==> src/rtl/donut_anim_ctrl.sv <==
// rtl/donut_anim_ctrl.sv - frame-rate origin/colour/sprinkle sequencer for the donut renderer (optional feature macro: ANIM_SPRINKLE_EN)
module donut_anim_ctrl #(
    parameter int X_MIN           = 100,
    parameter int X_MAX           = 540,
    parameter int Y_MIN           = 80,
    parameter int Y_MAX           = 400,
    parameter int X_INIT          = 320,
    parameter int Y_INIT          = 240,
    parameter int COLOR_PERIOD    = 32,
    parameter int SPRINKLE_N      = 8,
    parameter int SPRINKLE_PERIOD = 16
) (
    input  logic                  clk,
    input  logic                  rst_n,
    input  logic                  frame_start,
    input  logic [1:0]            cfg_speed,
    input  logic                  cfg_pause,
    output logic [9:0]            org_x,
    output logic [9:0]            org_y,
    output logic [5:0]            color,
    output logic [SPRINKLE_N-1:0] sprinkle_mask,
    output logic [7:0]            frame_cnt,
    output logic                  upd
);

    // S_HOLD vs S_RUN doubles as the shadowed pause bit
    typedef enum logic [1:0] {S_WAIT, S_RUN, S_HOLD} state_t;

    localparam int          CCW = (COLOR_PERIOD > 1) ? $clog2(COLOR_PERIOD) : 1;
    localparam logic [10:0] XLO = 11'(X_MIN);
    localparam logic [10:0] XHI = 11'(X_MAX);
    localparam logic [10:0] YLO = 11'(Y_MIN);
    localparam logic [10:0] YHI = 11'(Y_MAX);

    state_t         state_q, state_d;
    logic [9:0]     org_x_q, org_x_d, org_y_q, org_y_d;
    logic           dir_x_q, dir_x_d, dir_y_q, dir_y_d;
    logic [1:0]     pal_idx_q, pal_idx_d;
    logic [CCW-1:0] col_cnt_q, col_cnt_d;
    logic [1:0]     spd_q, spd_d;
    logic [7:0]     frame_cnt_q, frame_cnt_d;
    logic           upd_q, upd_d;
    logic [5:0]     color_c;

`ifdef ANIM_SPRINKLE_EN
    localparam int SCW = (SPRINKLE_PERIOD > 1) ? $clog2(SPRINKLE_PERIOD) : 1;
    logic [SCW-1:0]        spr_cnt_q, spr_cnt_d;
    logic [SPRINKLE_N-1:0] mask_q, mask_d;
`endif

    // One bounce step on an axis: returns {dir_up, new_pos}; compares are 11 bits so nothing wraps
    function automatic logic [10:0] axis_step(input logic [9:0] pos, input logic dir_up,
                                              input logic [1:0] spd, input logic [10:0] lo,
                                              input logic [10:0] hi);
        logic [10:0] p, s;
        logic [9:0]  r;
        logic        d;
        p = {1'b0, pos};
        s = {9'b0, spd};
        r = pos;
        d = dir_up;
        if (spd != 2'd0) begin
            if (dir_up) begin
                if (p + s >= hi) begin
                    r = hi[9:0];
                    d = 1'b0;
                end else begin
                    r = pos + {8'b0, spd};
                end
            end else begin
                if (p <= lo + s) begin
                    r = lo[9:0];
                    d = 1'b1;
                end else begin
                    r = pos - {8'b0, spd};
                end
            end
        end
        return {d, r};
    endfunction

    // Next-state: everything moves only on frame_start; motion/colour only when the shadowed pause is clear
    always_comb begin
        state_d     = state_q;
        org_x_d     = org_x_q;
        org_y_d     = org_y_q;
        dir_x_d     = dir_x_q;
        dir_y_d     = dir_y_q;
        pal_idx_d   = pal_idx_q;
        col_cnt_d   = col_cnt_q;
        spd_d       = spd_q;
        frame_cnt_d = frame_cnt_q;
        upd_d       = frame_start;
`ifdef ANIM_SPRINKLE_EN
        spr_cnt_d   = spr_cnt_q;
        mask_d      = mask_q;
`endif
        if (frame_start) begin
            spd_d   = cfg_speed;
            state_d = cfg_pause ? S_HOLD : S_RUN;
            if (state_q != S_WAIT) begin
                frame_cnt_d = frame_cnt_q + 8'd1;
            end
            if (state_q == S_RUN) begin
                {dir_x_d, org_x_d} = axis_step(org_x_q, dir_x_q, spd_q, XLO, XHI);
                {dir_y_d, org_y_d} = axis_step(org_y_q, dir_y_q, spd_q, YLO, YHI);
                if (col_cnt_q == CCW'(COLOR_PERIOD - 1)) begin
                    col_cnt_d = '0;
                    pal_idx_d = pal_idx_q + 2'd1;
                end else begin
                    col_cnt_d = col_cnt_q + CCW'(1);
                end
`ifdef ANIM_SPRINKLE_EN
                if (spr_cnt_q == SCW'(SPRINKLE_PERIOD - 1)) begin
                    spr_cnt_d = '0;
                    mask_d    = {mask_q[SPRINKLE_N-2:0], mask_q[SPRINKLE_N-1]};
                end else begin
                    spr_cnt_d = spr_cnt_q + SCW'(1);
                end
`endif
            end
        end
    end

    // State register with synchronous active-low reset; reset beats a coincident frame_start
    always_ff @(posedge clk) begin
        if (!rst_n) begin
            state_q     <= S_WAIT;
            org_x_q     <= 10'(X_INIT);
            org_y_q     <= 10'(Y_INIT);
            dir_x_q     <= 1'b1;
            dir_y_q     <= 1'b1;
            pal_idx_q   <= 2'd0;
            col_cnt_q   <= '0;
            spd_q       <= 2'd0;
            frame_cnt_q <= 8'd0;
            upd_q       <= 1'b0;
`ifdef ANIM_SPRINKLE_EN
            spr_cnt_q   <= '0;
            mask_q      <= SPRINKLE_N'(1);
`endif
        end else begin
            state_q     <= state_d;
            org_x_q     <= org_x_d;
            org_y_q     <= org_y_d;
            dir_x_q     <= dir_x_d;
            dir_y_q     <= dir_y_d;
            pal_idx_q   <= pal_idx_d;
            col_cnt_q   <= col_cnt_d;
            spd_q       <= spd_d;
            frame_cnt_q <= frame_cnt_d;
            upd_q       <= upd_d;
`ifdef ANIM_SPRINKLE_EN
            spr_cnt_q   <= spr_cnt_d;
            mask_q      <= mask_d;
`endif
        end
    end

    // Palette lookup from the registered index, so colour also only changes at frame boundaries
    always_comb begin
        color_c = 6'b111111;
        case (pal_idx_q)
            2'd0: color_c = 6'b111111;
            2'd1: color_c = 6'b110110;
            2'd2: color_c = 6'b100100;
            2'd3: color_c = 6'b011111;
            default: color_c = 6'b111111;
        endcase
    end

    assign org_x     = org_x_q;
    assign org_y     = org_y_q;
    assign color     = color_c;
    assign frame_cnt = frame_cnt_q;
    assign upd       = upd_q;
`ifdef ANIM_SPRINKLE_EN
    assign sprinkle_mask = mask_q;
`else
    assign sprinkle_mask = {SPRINKLE_N{1'b1}};
`endif

endmodule
==> config.mk <==
export PLATFORM = sky130hd
export DESIGN_NAME = donut_anim_ctrl
export DESIGN_NICKNAME = d
export VERILOG_FILES = /design/src/rtl/donut_anim_ctrl.sv
export SDC_FILE = /design/constraint.sdc
export NUM_CORES = 1
export LEC_CHECK = 0
export CAP_MARGIN = 0
export CORE_ASPECT_RATIO = 1.2
export CORE_MARGIN = 5
export CORE_UTILIZATION = 55
export DETAILED_ROUTE_END_ITERATION = 10
export HOLD_SLACK_MARGIN = 0.03
export PLACE_DENSITY_LB_ADDON = 0.3
export SETUP_SLACK_MARGIN = 0.1
export SKIP_LAST_GASP = 1
export SYNTH_ARGS = -nofsm -noshare
export SYNTH_HDL_FRONTEND = slang
export SYNTH_SLANG_ARGS = --single-unit
==> constraint.sdc <==
create_clock -name clk -period 5.19 [get_ports clk]
set_input_delay 1.038 -clock clk [delete_from_list [all_inputs] [get_ports clk]]
set_output_delay 1.038 -clock clk [all_outputs]
set_load 0.02 [all_outputs]
==> results.json <==
{
  "gp_routability_congestion": 0.9452,
  "root_buffer": "clkbuf_8",
  "clock_skew_ns": 0.007590,
  "status": "finished clean",
  "antenna_cells": 0,
  "setup_tns_ns": 0,
  "port_buffers": 39,
  "dpl.hpwl_mm": 5.045,
  "cap_violations": 0,
  "wirelength_mm": 7.330,
  "clkLatencyLatePin_ns": 0.30,
  "clockBufferDepth": 2,
  "synth-edff-count": 0,
  "die_area_um2": 7103,
  "yosys.cell_types.count": 64,
  "crit_chain": "inv_1, fa_1, nand3b_2, nor2_1, o211ai_1, a221oi_2, o21ai_2, or3_1, a221oi_2",
  "pwr_density_cell_nw_per_um2": 184.3,
  "grt_antenna_before_repair": 0,
  "syn_area_per_cell_um2": 7.793,
  "yosysSeqAreaShare_pct": 27.73,
  "path_buf_inv": 1,
  "start_util_pct": 56.84,
  "yosys_warnings": 0,
  "final_nets": 431,
  "die-width_um": 77.78,
  "finalWorstSetupSlack_ns": 2.051,
  "io_pins": 49,
  "finalInstanceArea_um2": 3441,
  "layout-drive-gt1-share_pct": 5.868,
  "viasPerCell": 6.070,
  "core-area_um2": 5334,
  "die_h_um": 91.33,
  "layout.cells.non_filler": 471,
  "cts-buffers-inserted": 5,
  "areaGrowthSynthToFinish_pct": 13.50,
  "initialDrtViolationCount": 322,
  "dr.max_layer_used": "met4",
  "post_cts_buffers": 0,
  "max-slew-margin-rel_pct": 31.31,
  "cpPeakStageDelay_ns": 0.57,
  "grt_max_degree": 31,
  "fmax_mhz": 318.6,
  "vias": 2859,
  "drc": 0,
  "rsz0062_at_grt": "no",
  "tightest_slew_ns": 1.029,
  "cts_resized": 0,
  "clockPowerShare_pct": 34.7,
  "crit_family": "compound AO/OA/AOI/OAI gates",
  "ctsHoldBuffers": 0,
  "path_clk_slew_ns": 0.09,
  "switching_share_pct": 28.80,
  "p_int_mw": 0.4516,
  "p_seq_share_pct": 53.1,
  "met2WireLength_mm": 3.765,
  "timing.hold.ws_ns": 0.4897,
  "fp-row-count": 29,
  "cts_tree": "yes",
  "critPathArrivalTime_ns": 3.35,
  "cts_max_level": 2,
  "grt_overflow_total": 0,
  "ys_ff_latch": 42,
  "async_reset_ff_share_pct": 0,
  "post-route-util_pct": 64.51,
  "peakVddDrop_uv": 141.4,
  "path_max_fanout": 8,
  "finalCriticalPeriod_ns": 3.139,
  "crit_top_cell": "a221oi_2",
  "post_drt_wl_per_cell_um": 15.56,
  "criticalPathCategory": "reg -> reg",
  "cp.required_ns": 5.40,
  "dp.cells": 463,
  "final-setup-viol-count": 0,
  "slew_viol_final": 0,
  "static-leakage-power_nw": 1.323,
  "grtUsageTotal_pct": 20.01,
  "cts.sinks": 42,
  "first_pass_iters": 4,
  "hold_viol_final": 0,
  "postPlaceCellArea_um2": 3351,
  "grt_pass1_vias": 2672,
  "cp-start-kind": "flip-flop",
  "syn-cell-area_um2": 3032,
  "finalPower_mw": 0.6342,
  "synth_ff_type": "dfxtp_1",
  "power_frac_comb_pct": 12.1,
  "p_sw_mw": 0.1826,
  "grt_first_pass_wirelength_mm": 12.07,
  "worst_setup_path_end_kind": "flip-flop",
  "met1_length_mm": 3.112,
  "synthCells": 389,
  "hold_path.class": "reg -> reg",
  "n_fill_cell": 473,
  "cp_slowest_cell": "fa_1",
  "ant_nets": 0,
  "met3_length_um": 335,
  "preCtsSetupSlack_ns": 1.840,
  "fin_crit_sh_pct": 60.48
}
[power groups by stage]
stage          Combinational [mW]  Sequential, mW  Clock (mW)
2_1_floorplan              0.0571           0.345           0
3_3_place_gp               0.0746           0.344           0
3_5_place_dp               0.0762           0.344           0
4_1_cts                    0.0767           0.337       0.225
5_1_grt                    0.0847           0.338       0.237
6_report                   0.0771           0.337       0.220
[cell families (layout without fill, tap and decap cells)]
kind of cell | after synthesis | count (layout) | share of synthesized area (%)
XOR/XNOR | 17 | 17 | 4.911
multiplexers | 10 | 10 | 3.343
buffers and inverters | 50 | 62 | 8.131
AND/OR/NAND/NOR | 147 | 147 | 24.89
adder cells (fa/ha/maj) | 17 | 17 | 8.007
AO/OA/AOI/OAI | 105 | 105 | 22.86
flip-flops | 42 | 42 | 27.73
other | 1 | 9 | 0.1237
[metal layers]
layer,vias up,track usage [%]
li1,1412,-
met1,1372,25.34
met2,65,34.19
met3,10,3.465
met4,0,6.304
met5,-,0
[flip-flops by register name, summed over array words and instances, names as in the netlist]
| register | cells |
|---|---|
| org_x | 10 |
| org_y | 10 |
| frame_cnt | 8 |
| col_cnt_q | 5 |
| pal_idx_q | 2 |
| spd_q | 2 |
| state_q | 2 |
| dir_x_q | 1 |
| dir_y_q | 1 |
| upd | 1 |
[layout make-up]
class / instances / area [um2] / share of cell area (%)
Multi-Input combinational cell: 305 / 1978 / 57.49
Clock buffer: 5 / 68.82 / 2.000
Sequential cell: 42 / 840.8 / 24.44
Clock inverter: 3 / 21.27 / 0.6182
Inverter: 13 / 48.80 / 1.418
Timing Repair Buffer: 41 / 405.4 / 11.78
Tap cell: 62 / 77.57 / 2.255
[worst paths after layout]
| path | start | slack (ns) | endpoint | depth (start not counted) |
|---|---|---|---|---|
| worst min register to register | col_cnt_q[4] | 0.49 | col_cnt_q[4] | 2 |
| worst min-delay path | col_cnt_q[4] | 0.49 | col_cnt_q[4] | 2 |
| worst max register to register | spd_q[1] | 2.05 | org_x[1] | 9 |
| worst max-delay path | spd_q[1] | 2.05 | org_x[1] | 9 |
[worst reg2reg max path: cells and delay by family (launching register included)]
family	cells	cell delay, ns
adder cells (fa/ha/maj)	1	0.57
flip-flops	1	0.54
AND/OR/NAND/NOR	3	0.83
buffers and inverters	1	0.23
AO/OA/AOI/OAI	4	0.89
[cell usage in the layout, fill, tap and decap left out, types with 9 or more instances in the layout]
cell / count
a21oi_1: 26
a31oi_1: 9
clkdlybuf4s50_1: 39
conb_1: 9
dfxtp_1: 42
ha_1: 13
inv_1: 13
mux2i_1: 9
nand2_1: 31
nand3_1: 10
nor2_1: 38
nor3_1: 17
o21ai_0: 26
xor2_1: 11
[synth_stat cells, drive strengths merged (9+ instances only)]
master,instances,area [um2]
a21oi,27,138.9
a31oi,9,56.30
buf,26,156.4
clkbuf,11,41.29
dfxtp,42,840.8
ha,13,162.7
inv,13,48.80
mux2i,9,90.09
nand2,31,116.4
nand3,10,50.05
nor2,39,153.9
nor3,17,85.08
o21ai,29,148.9
xor2,11,96.34
(Power assumes the default switching activity.)
==> variant (same settings) <==
Make the reset (`rst_n`) asynchronous in one clocked block. Comments in the files are not updated.
--- a/src/rtl/donut_anim_ctrl.sv
+++ b/src/rtl/donut_anim_ctrl.sv
@@ -124,5 +124,5 @@
 
     // State register with synchronous active-low reset; reset beats a coincident frame_start
-    always_ff @(posedge clk) begin
+    always_ff @(posedge clk or negedge rst_n) begin
         if (!rst_n) begin
             state_q     <= S_WAIT;
Check against the original RTL: differs if rst_n is asserted again (counterexample within 4 cycles, from zero or initial values and one cycle with rst_n low); with rst_n held inactive, the same outputs for 4 cycles.
==> variant against the original RTL <==
  * Die area is 5.8% higher
  * Sequential cell count unchanged
  * Routed wire length grew 0.31%
  * Area after synthesis rose by 6.6%
  * Worst setup slack improved by 0.051 ns
  * Cell area is 6.5% higher
  * Global-route usage rose by 0.23 points
Power is not compared: it rests on default switching activity, and its combinational part moved more than twofold at a synthesized area within 25%.
==> variant: results (changes against the original RTL) <==
metric,value,unit,change
worstSkewPairLatency,0.30,ns,about the same
diodes,0,,unchanged
cts_setup_buffers,0,,unchanged
fillCellCount,504,,+6.6%
grt_pass1_vias,2585,,-3.3%
cpLargestDelayFamily,buffers and inverters,,
clock_skew,0.0118,ns,+0.00420 ns
avgViaCountPerCell,5.87,,-3.2%
p_sw,0.705,mW,
tightest_slew,0.936,ns,-0.0928 ns
peakVddDrop,0.000263,V,
yosys-top-cells-area,"dfrtp_1 26%, dfstp_2 6.5%, ha_1 5.0%, o21ai_0 4.6%, nand2_1 3.8%",,
antenna_found_initial,0,,unchanged
clockBufferDepth,2,,unchanged
slowest_delay,0.65,ns,+0.08 ns
status,completed,,
ys_seq_area_frac,0.328,,+0.0508
gp_congestion,0.876,,-7.3%
slowest_stage,clkdlybuf4s50_1,,
seq_power_share,0.362,,
drtIter0Drc,186,,-42%
io_buffers,39,,unchanged
dpl-instance-area,3550,um2,+6.0%
firstDrtPassIters,4,,unchanged
worst-endpoint-arrival,3.31,ns,-0.04 ns
nNetsFinal,409,,-5.1%
wl_per_cell,15.7,um,+1.2%
cts_max_level,2,,unchanged
root_buffer,clkbuf_8,,
cts_resized,0,,unchanged
async_flop_share,1.00,,+1.00
grt_max_degree,43,,+39%
grt_use_total,0.202,,+0.00229
ys_types,71,,+11%
p_leak,1.42,nW,
dp_slack,1.77,ns,-0.0703 ns
total_power,1.61,mW,
p_comb_frac,0.473,,
hold_class,flop to flop,,
layout-drive-gt1-share,0.114,,+0.0550
hpwl,5.32,mm,+5.4%
synthTopCellsByCount,"34 x dfrtp_1, 33 x nand2_1, 30 x o21ai_0, 21 x nor2_1, 20 x a21oi_1",,
clk_pin_slew,0.09,ns,about the same
synth-main-ff-cell,dfrtp_1,,
grt_pass1_wl,12.2,mm,+1.1%
cp_max_fo,22,,+14
cts_buffers,5,,unchanged
yosys_warnings,0,,unchanged
[variant: worst reg2reg max path: stages (launching register included)]
cell and delay, ns:
dfrtp_1 0.46, inv_1 0.27, ha_1 0.33, nor2b_1 0.52
o2111ai_1 0.20, mux2i_1 0.22, nand2_1 0.15, nor2_2 0.43
a21oi_1 0.14, o221a_2 0.26
[variant: final cells by class]
class,count,share of cell area
multi-input cells,281,0.529
clock inverters,3,0.0119
clock buffers,5,0.0188
repair buffers,40,0.107
flip-flops and latches,42,0.290
inverters,16,0.0164
well taps,80,0.0273
[variant: stage by stage]
stage	utilization	instances
4_1_cts	0.642	467
6_report	0.642	467
5_1_grt	0.642	467
3_5_place_dp	0.623	459
2_1_floorplan	-	374
3_3_place_gp	0.623	459
[variant: cell families after synthesis]
kind of cell / Yosys count / share of synthesized area
compound gates: 102 / 0.237
simple gates: 128 / 0.204
fa+ha+maj: 17 / 0.0751
buf+inv: 51 / 0.0817
other cells: 1 / 0.00116
xor+xnor: 16 / 0.0433
flops: 42 / 0.328
mux: 9 / 0.0298
[variant: layer usage]
metal	wire length (um)	vias up	global-route usage
met2	3740	79	0.341
li1	-	1343	-
met1	3150	1309	0.255
met5	0	-	0
met3	318	12	0.0326
met4	149	0	0.0845
[variant: final timing paths]
path / slack [ns] / start / end / cells after the start
worst min-delay path: 0.48 / frame_cnt[7] / frame_cnt[7] / 1
worst max-delay path: 2.10 / frame_start / org_x[4] / 8
max in group asynchronous: 3.73 / rst_n / state_q[1] / 1
worst max register to register: 2.12 / spd_q[1] / org_y[8] / 9
min in group asynchronous: 0.87 / rst_n / org_x[4] / 1
worst min register to register: 0.48 / frame_cnt[7] / frame_cnt[7] / 1
